===== config.mk =====
export PLATFORM = sky130hd
export DESIGN_NAME = sysid_regs
export DESIGN_NICKNAME = d
export VERILOG_FILES = /design/src/rtl/sysid_regs_pkg.sv /design/src/rtl/sysid_uptime_counter.sv /design/src/rtl/sysid_regs.sv
export SDC_FILE = /design/constraint.sdc
export NUM_CORES = 1
export LEC_CHECK = 0
export ABC_AREA = 1
export ABC_CLOCK_PERIOD_IN_PS = 2300
export CAP_MARGIN = 20
export CORE_MARGIN = 2
export CORE_UTILIZATION = 57
export CTS_BUF_LIST = sky130_fd_sc_hd__clkbuf_8 sky130_fd_sc_hd__clkbuf_16
export DETAILED_ROUTE_END_ITERATION = 16
export PLACE_DENSITY = 0.8
export SLEW_MARGIN = 10
export SYNTH_ARGS = -nofsm -noshare
export SYNTH_HDL_FRONTEND = slang
export SYNTH_SLANG_ARGS = --single-unit

===== constraint.sdc =====
create_clock -name clock -period 2.3 [get_ports clock]
set_clock_uncertainty 0.15 [all_clocks]
set_input_delay 0.46 -clock clock [delete_from_list [all_inputs] [get_ports clock]]
set_output_delay 0.46 -clock clock [all_outputs]
set_load 0.02 [all_outputs]

===== src/rtl/sysid_regs_pkg.sv =====
// Shared constants for the system-identification register file.
// Word addresses, CAPS layout and CTRL bit positions.
package sysid_regs_pkg;

   localparam logic [7:0] ADDR_ID      = 8'd0;
   localparam logic [7:0] ADDR_TS      = 8'd1;
   localparam logic [7:0] ADDR_CAPS    = 8'd2;
   localparam logic [7:0] ADDR_SCRATCH = 8'd3;
   localparam logic [7:0] ADDR_UP_LO   = 8'd4;
   localparam logic [7:0] ADDR_UP_HI   = 8'd5;
   localparam logic [7:0] ADDR_CTRL    = 8'd6;

   localparam logic [7:0] CAPS_VERSION = 8'h01;

   localparam int CTRL_CLEAR  = 0;
   localparam int CTRL_FREEZE = 1;

   function automatic logic [31:0] caps_word(input int aw, input int uw);
      return {CAPS_VERSION, 8'(aw), 16'(uw)};
   endfunction

endpackage


===== src/rtl/sysid_uptime_counter.sv =====
// Free-running uptime counter with clear/freeze and a snapshot
// of the upper half taken when the low word is read.
module sysid_uptime_counter
   import sysid_regs_pkg::*;
#(
   parameter int UPTIME_WIDTH = 64
) (
   input  logic                    clock,
   input  logic                    reset_n,
   input  logic                    clear,
   input  logic                    freeze,
   input  logic                    snap,
   output logic [UPTIME_WIDTH-1:0] count,
   output logic [31:0]             hi_shadow
);

   logic [UPTIME_WIDTH-1:0] count_q;

   always_ff @(posedge clock) begin
      if (!reset_n) begin
         count_q <= '0;
      end else if (clear) begin
         count_q <= '0;
      end else if (!freeze) begin
         count_q <= count_q + 1'b1;
      end
   end

   assign count = count_q;

   // snap sees the pre-increment value so LO and HI form one sample
   if (UPTIME_WIDTH > 32) begin : g_hi
      logic [UPTIME_WIDTH-33:0] shadow_q;

      always_ff @(posedge clock) begin
         if (!reset_n) begin
            shadow_q <= '0;
         end else if (snap) begin
            shadow_q <= count_q[UPTIME_WIDTH-1:32];
         end
      end

      assign hi_shadow = 32'(shadow_q);
   end else begin : g_no_hi
      logic unused_snap;
      assign unused_snap = snap;
      assign hi_shadow   = '0;
   end

endmodule


===== src/rtl/sysid_regs.sv =====
// System-identification register file on an Avalon-MM slave port
// with one-cycle registered reads.
module sysid_regs
   import sysid_regs_pkg::*;
#(
   parameter logic [31:0] ID_VALUE      = 32'd12345678,
   parameter logic [31:0] TIMESTAMP     = 32'd1431967266,
   parameter int          ADDR_WIDTH    = 3,
   parameter int          UPTIME_WIDTH  = 64,
   parameter logic [31:0] SCRATCH_RESET = 32'h0
) (
   input  logic                  clock,
   input  logic                  reset_n,
   input  logic [ADDR_WIDTH-1:0] address,
   input  logic                  read,
   input  logic                  write,
   input  logic [31:0]           writedata,
   input  logic [3:0]            byteenable,
   output logic [31:0]           readdata,
   output logic                  readdatavalid
);

   localparam logic [31:0] CAPS = caps_word(ADDR_WIDTH, UPTIME_WIDTH);

   logic [7:0]  word;
   logic        rd_acc;
   logic        hit_id;
   logic        hit_ts;
   logic        hit_caps;
   logic        hit_scr;
   logic        hit_lo;
   logic        hit_hi;
   logic        hit_ctrl;
   logic        ctrl_wr;
   logic        clear;
   logic        snap;
   logic [31:0] scratch_q;
   logic        freeze_q;
   logic [31:0] rd_mux;
   logic [31:0] hi_shadow;
   logic [UPTIME_WIDTH-1:0] count;
   logic        unused_cnt;

   assign word     = 8'(address);
   assign hit_id   = (word == ADDR_ID);
   assign hit_ts   = (word == ADDR_TS);
   assign hit_caps = (word == ADDR_CAPS);
   assign hit_scr  = (word == ADDR_SCRATCH);
   assign hit_lo   = (word == ADDR_UP_LO);
   assign hit_hi   = (word == ADDR_UP_HI);
   assign hit_ctrl = (word == ADDR_CTRL);

   // a simultaneous write wins; the read is dropped
   assign rd_acc  = read & ~write;
   assign ctrl_wr = write & hit_ctrl & byteenable[0];
   assign clear   = ctrl_wr & writedata[CTRL_CLEAR];
   assign snap    = rd_acc & hit_lo;

   sysid_uptime_counter #(
      .UPTIME_WIDTH (UPTIME_WIDTH)
   ) u_uptime (
      .clock     (clock),
      .reset_n   (reset_n),
      .clear     (clear),
      .freeze    (freeze_q),
      .snap      (snap),
      .count     (count),
      .hi_shadow (hi_shadow)
   );

   assign unused_cnt = ^count;

   always_comb begin
      rd_mux = '0;
      unique case (1'b1)
         hit_id:   rd_mux = ID_VALUE;
         hit_ts:   rd_mux = TIMESTAMP;
         hit_caps: rd_mux = CAPS;
         hit_scr:  rd_mux = scratch_q;
         hit_lo:   rd_mux = count[31:0];
         hit_hi:   rd_mux = hi_shadow;
         hit_ctrl: rd_mux = {30'd0, freeze_q, 1'b0};
         default:  rd_mux = '0;
      endcase
   end

   always_ff @(posedge clock) begin
      if (!reset_n) begin
         scratch_q     <= SCRATCH_RESET;
         freeze_q      <= 1'b0;
         readdata      <= '0;
         readdatavalid <= 1'b0;
      end else begin
         if (write && hit_scr) begin
            for (int i = 0; i < 4; i++) begin
               if (byteenable[i]) begin
                  scratch_q[8*i +: 8] <= writedata[8*i +: 8];
               end
            end
         end
         if (ctrl_wr) begin
            freeze_q <= writedata[CTRL_FREEZE];
         end
         readdatavalid <= rd_acc;
         if (rd_acc) begin
            readdata <= rd_mux;
         end
      end
   end

endmodule


# --- Word level (Yosys, flattened, before mapping) ---
# Index checks and enable logic that the tools add are counted.
totals:
  register_bits: 162
  latch_bits: 0
  mem_bits_rw: 0
  romBits: 0
  out_inout_bits: 33
  elab_cells: 31
  mem_count: 0
op_classes:
  add_sub_neg: 1
  mul: 0
  div_mod_pow: 0
  magnitude_cmp: 0
  eq_ne: 6
  shifts: 0
  muxes: 1
  bitwise: 7
  reduce_logical: 7
ops:
  columns: ["operator", "count"]
  rows:
  - ["case mux 32 bit (7 select lines)", 1]
  - ["adder 64 x 1 -> 64 bit, second input constant", 1]
  - ["== test 3 bit, second input constant", 3]
  - ["zero test 8 bit", 1]
  - ["AND reduction 2 bit", 4]
  - ["== test 3 x 2 -> 1 bit, second input constant", 2]
  - ["bitwise AND 1 bit", 5]
  - ["== test 3 x 1 -> 1 bit, second input constant", 1]
  - ["NOT 1 bit", 2]
  - ["OR reduction 2 bit", 1]
  - ["logical AND 1 bit", 1]

# --- Depth between registers and ports, before layout ---
depth:
  word_depth: 5
  depth_mapped: 11

# --- Cells and area by module ---
# From an unflattened synthesis, not the netlist that was laid out.
hier_totals:
  hier_cells: 1170
  area_unflattened_um2: 7906.3
by_module_without_submodules:
  columns: ["module", "instances", "cells_each", "area_per_inst_um2", "seq_area_each_um2"]
  rows:
  - ["sysid_uptime_counter", 1, 718, 4854.7, 1921.8]
  - ["sysid_regs", 1, 452, 3051.7, 1321.3]

# --- Worst setup path after synthesis ---
# No wires, ideal clock.
synth_timing:
  path_type: "register -> register"
  from: "register u_uptime.count_q[0], in the netlist u_uptime.count[0]"
  to: "register u_uptime.count_q[52], in the netlist u_uptime.count[52]"
  setup_ns: 0.115
  t_arrival_ns: 1.371
  slack_ns: 0.664
  path_stages_with_launch: 9
  period_less_slack_ns: 1.636
  path_cell_list: "dfxtp_1 -> ha_1 -> nand4_1 -> nor2_4 -> nand2_1 -> nor2_2 -> nand3_1 -> nand2_1 -> nor2_1"
synth_between:
  elab_chain_len: 1
synth_lines:
  columns: ["element", "line", "source"]
  rows:
  - ["start: declaration", "sysid_uptime_counter.sv:17", "logic [UPTIME_WIDTH-1:0] count_q;"]
  - ["start signal: assignment", "sysid_uptime_counter.sv:25", "count_q <= count_q + 1'b1;"]
  - ["adder 64 x 1 -> 64 bit", "sysid_uptime_counter.sv:25", null]
# No other way between the ends.
# A chain may end at the register's enable or synchronous reset.

# --- Worst setup path after layout ---
layout_timing:
  from: "register u_uptime.count_q[8], in the netlist u_uptime.count[8]"
  to: "register u_uptime.count_q[53], in the netlist u_uptime.count[53]"
# The elaborated chain is that of the path after synthesis.

==> metrics.txt <==
Setup Viol. Count Final=0; MaxCap Viol Count=0; CTS H-Tree Depth=4; # nets final=1,324; Reg2Reg Depth=9; Pleak=0.00343 uW; Cells after Synth=between 1,000 and 1,500; ANT nets after route=0; full die area=14,600 um2; Top FF cell, synth=dfxtp_1; status=finished clean; placed cell areas=between 8000 and 9000 um2; post-synthesis sequential area ratio=0.418; Hold EP=scratch_q[14]; gpl congestion=1.06; commonest non-fill, non-tap cell in the layout=nand2_1; synthesized net count=1,229; Fillers=1,112; Hold Slack=285 ps; worst hold stages=3; worst slew pin tran=509 ps; Mapped Avg Cell Area=between 6 and 7 um2; Starting Density=0.586; Area Growth Syn to Fin=22.8%; Die Wd=121 um; total track usage=0.353; first-pass GRT wire length=38.9 mm; top-area cell type share of the netlist area=0.418; mapped cell area=7750 um2; Ant. Diodes=0; clock buffer depth=2; most frequent cells in the layout=nand2_1 (309), nor2_1 (221), dfxtp_1 (162); Power, Total=6290 uW; Core ar.=13,200 um2; DRT Wirelength=25.7 mm; FP Rows=42; Clk pin slew, worst setup/hold paths=about 70 ps; Hold Buf Count CTS=0; RSZ-0062 raised after global routing=no; # IOs=76; sw frac=0.250; final-report hold violation count=0; Max VDD drop=just over 0.0007 V; RR Endpoint=u_uptime.count[53]; Hold Startpoint=reset_n; endpoint type of the worst setup path=flip-flop; final instance area=9520 um2; Setup Fix Bufs, Post-CTS=0; initial antenna violation count=0; pwr/cell area=661 nW/um2; post-synth top area cell=dfxtp_1; kind of critical path=flip-flop to flip-flop; Num CTS Buffers=17; final core occ=0.719; fmax=just under 500 MHz; Logic pwr share=0.065; Critical Path RT=2490 ps; CP arrival=approximately 2300 ps; Storage cell area=around 3200 um2; sequential share of power=0.457; DR DRC count=0; flop2flop setup slack=between 200 and 250 ps; biggest cell delay along the critical path=between 400 and 500 ps; synth top area cells=dfxtp_1 (42%), nand2_1 (15%), nor2_1 (11%); vias in the first global route=about 7,300; first drt pass iteration count=6; share of cells above drive strength 1=0.0858; TritonCTS clock tree=done; I/O Buffers=75; Clk Latency, worst-skew pair=440 ps; fin. max-slew vios=0; clock network fraction of total power=0.479; Seq cells post-synth=162; Post-CTS Resized=0; EDFF count, synth=0; Final min period=2060 ps; P_sw=1580 uW; vias per cell=about 5.6; internal power=4710 uW; WL/cell=17.5 um; Hold/Removal Path Class=primary input to flip-flop; Worst Setup Start Kind=flip-flop; Clock Sinks=~160; Final period util=0.895; largest net degree at the start of global routing=50; Synth async-reset ratio=0; synth unique cells=33; final HPWL from detailed placement=19.5 mm; CTS Root Cell=clkbuf_16; via count of the routed design=between 8,000 and 9,000; GR Overflow Total=0; Worst slew margin=0.659; R2R Path Start=u_uptime.count[8]; Slowest-stage cell, CP=dfxtp_1; Die Height=~120 um; worst path cell trace=nand2_1 > nor2_1 > nand3_1 > nor2_4 > nand2_2 > nor2_1 > nand2_1 > nand2_1 > nor2_1; Crit Path Max Fanout=6; Multi-input gate area=between 3000 and 4000 um2; number of DRC markers in iteration 0=1,096; Synth Warn #=0
==> metal layers <==
layer	routed length (um)	part of all wire	global-route usage	up-vias
met2	11400	0.44	0.545	401
met3	2500	0.097	0.0873	84
met1	10700	0.42	0.466	3803
li1	-	-	-	3995
met5	0	0	0	-
met4	1100	0.043	0.159	0
==> per-stage QoR <==
stage	cells	worst slack [ps]	setup TNS (ps)
final	1469	242	0
after global routing	1469	148	0
after CTS	1469	250	0
after detailed placement	1437	-52.2	-583
after global placement	1437	27.2	0
after floorplan	1185	664	0
==> power by group through the flow <==
| stage | Sequential, uW | Combinational, uW | Clock, uW |
|---|---|---|---|
| 6_report | 2870 | 406 | 3010 |
| 5_1_grt | 2870 | 439 | 3140 |
| 4_1_cts | 2870 | 400 | 3020 |
| 3_5_place_dp | 2940 | 395 | 0 |
| 3_3_place_gp | 2940 | 389 | 0 |
| 2_1_floorplan | 2940 | 189 | 0 |
==> logic make-up (layout without fill, tap and decap cells) <==
family | count (synthesis) | count (layout) | share of synthesized area
adders and majority gates | 1 | 1 | 0.00161
and+or+nand+nor | 624 | 624 | 0.330
DFF | 162 | 162 | 0.418
xor gates and xnor gates | 4 | 4 | 0.00452
AOI/OAI and AO/OA | 239 | 239 | 0.166
buffers and inverters | 155 | 263 | 0.0804
==> registers in the layout, summed over array words and instances (netlist names) <==
signal              cells
u_uptime.count         64
readdata               32
scratch_q              32
u_uptime.hi_shadow     32
freeze_q                1
readdatavalid           1
==> worst max-delay path, delay by kind of cell (launching register included) <==
family           cells  cell delay (ps)
flip-flops           1              450
AND/OR/NAND/NOR      9             1350
==> cell usage after synthesis (5+ instances only) <==
library cell,number
inv_1,101
buf_2,14
o211ai_1,7
nor2_4,6
nor2_2,12
nand4_1,10
nand2_2,5
nor3_1,5
o21bai_1,6
clkbuf_1,20
nand3_1,47
a21oi_1,103
o21ai_0,77
nor2_1,221
o21ai_1,28
dfxtp_1,162
o221ai_1,9
nand2_1,309
inv_2,11
==> area by class of cell <==
type | instances | share of cell area
clock buffer | 18 | 0.0461
tap | 176 | 0.0231
inverter | 116 | 0.0459
sequential | 162 | 0.341
clock inverter | 14 | 0.0195
timing repair buffer | 115 | 0.116
multi-input combinational | 868 | 0.408
==> how the worst max path moves through the flow <==
| stage | from | end | depth (start not counted) |
|---|---|---|---|
| finish | u_uptime.count[8] | u_uptime.count[53] | 9 |
| global route | address[0] | readdata[31] | 9 |
| CTS | readdata[0] | readdata[0] | 1 |
| detailed placement | address[0] | scratch_q[28] | 7 |
| global placement | address[1] | u_uptime.count[35] | 8 |
| floorplan | u_uptime.count[0] | u_uptime.count[52] | 8 |
Note: power is estimated with default switching activity, not from simulation.
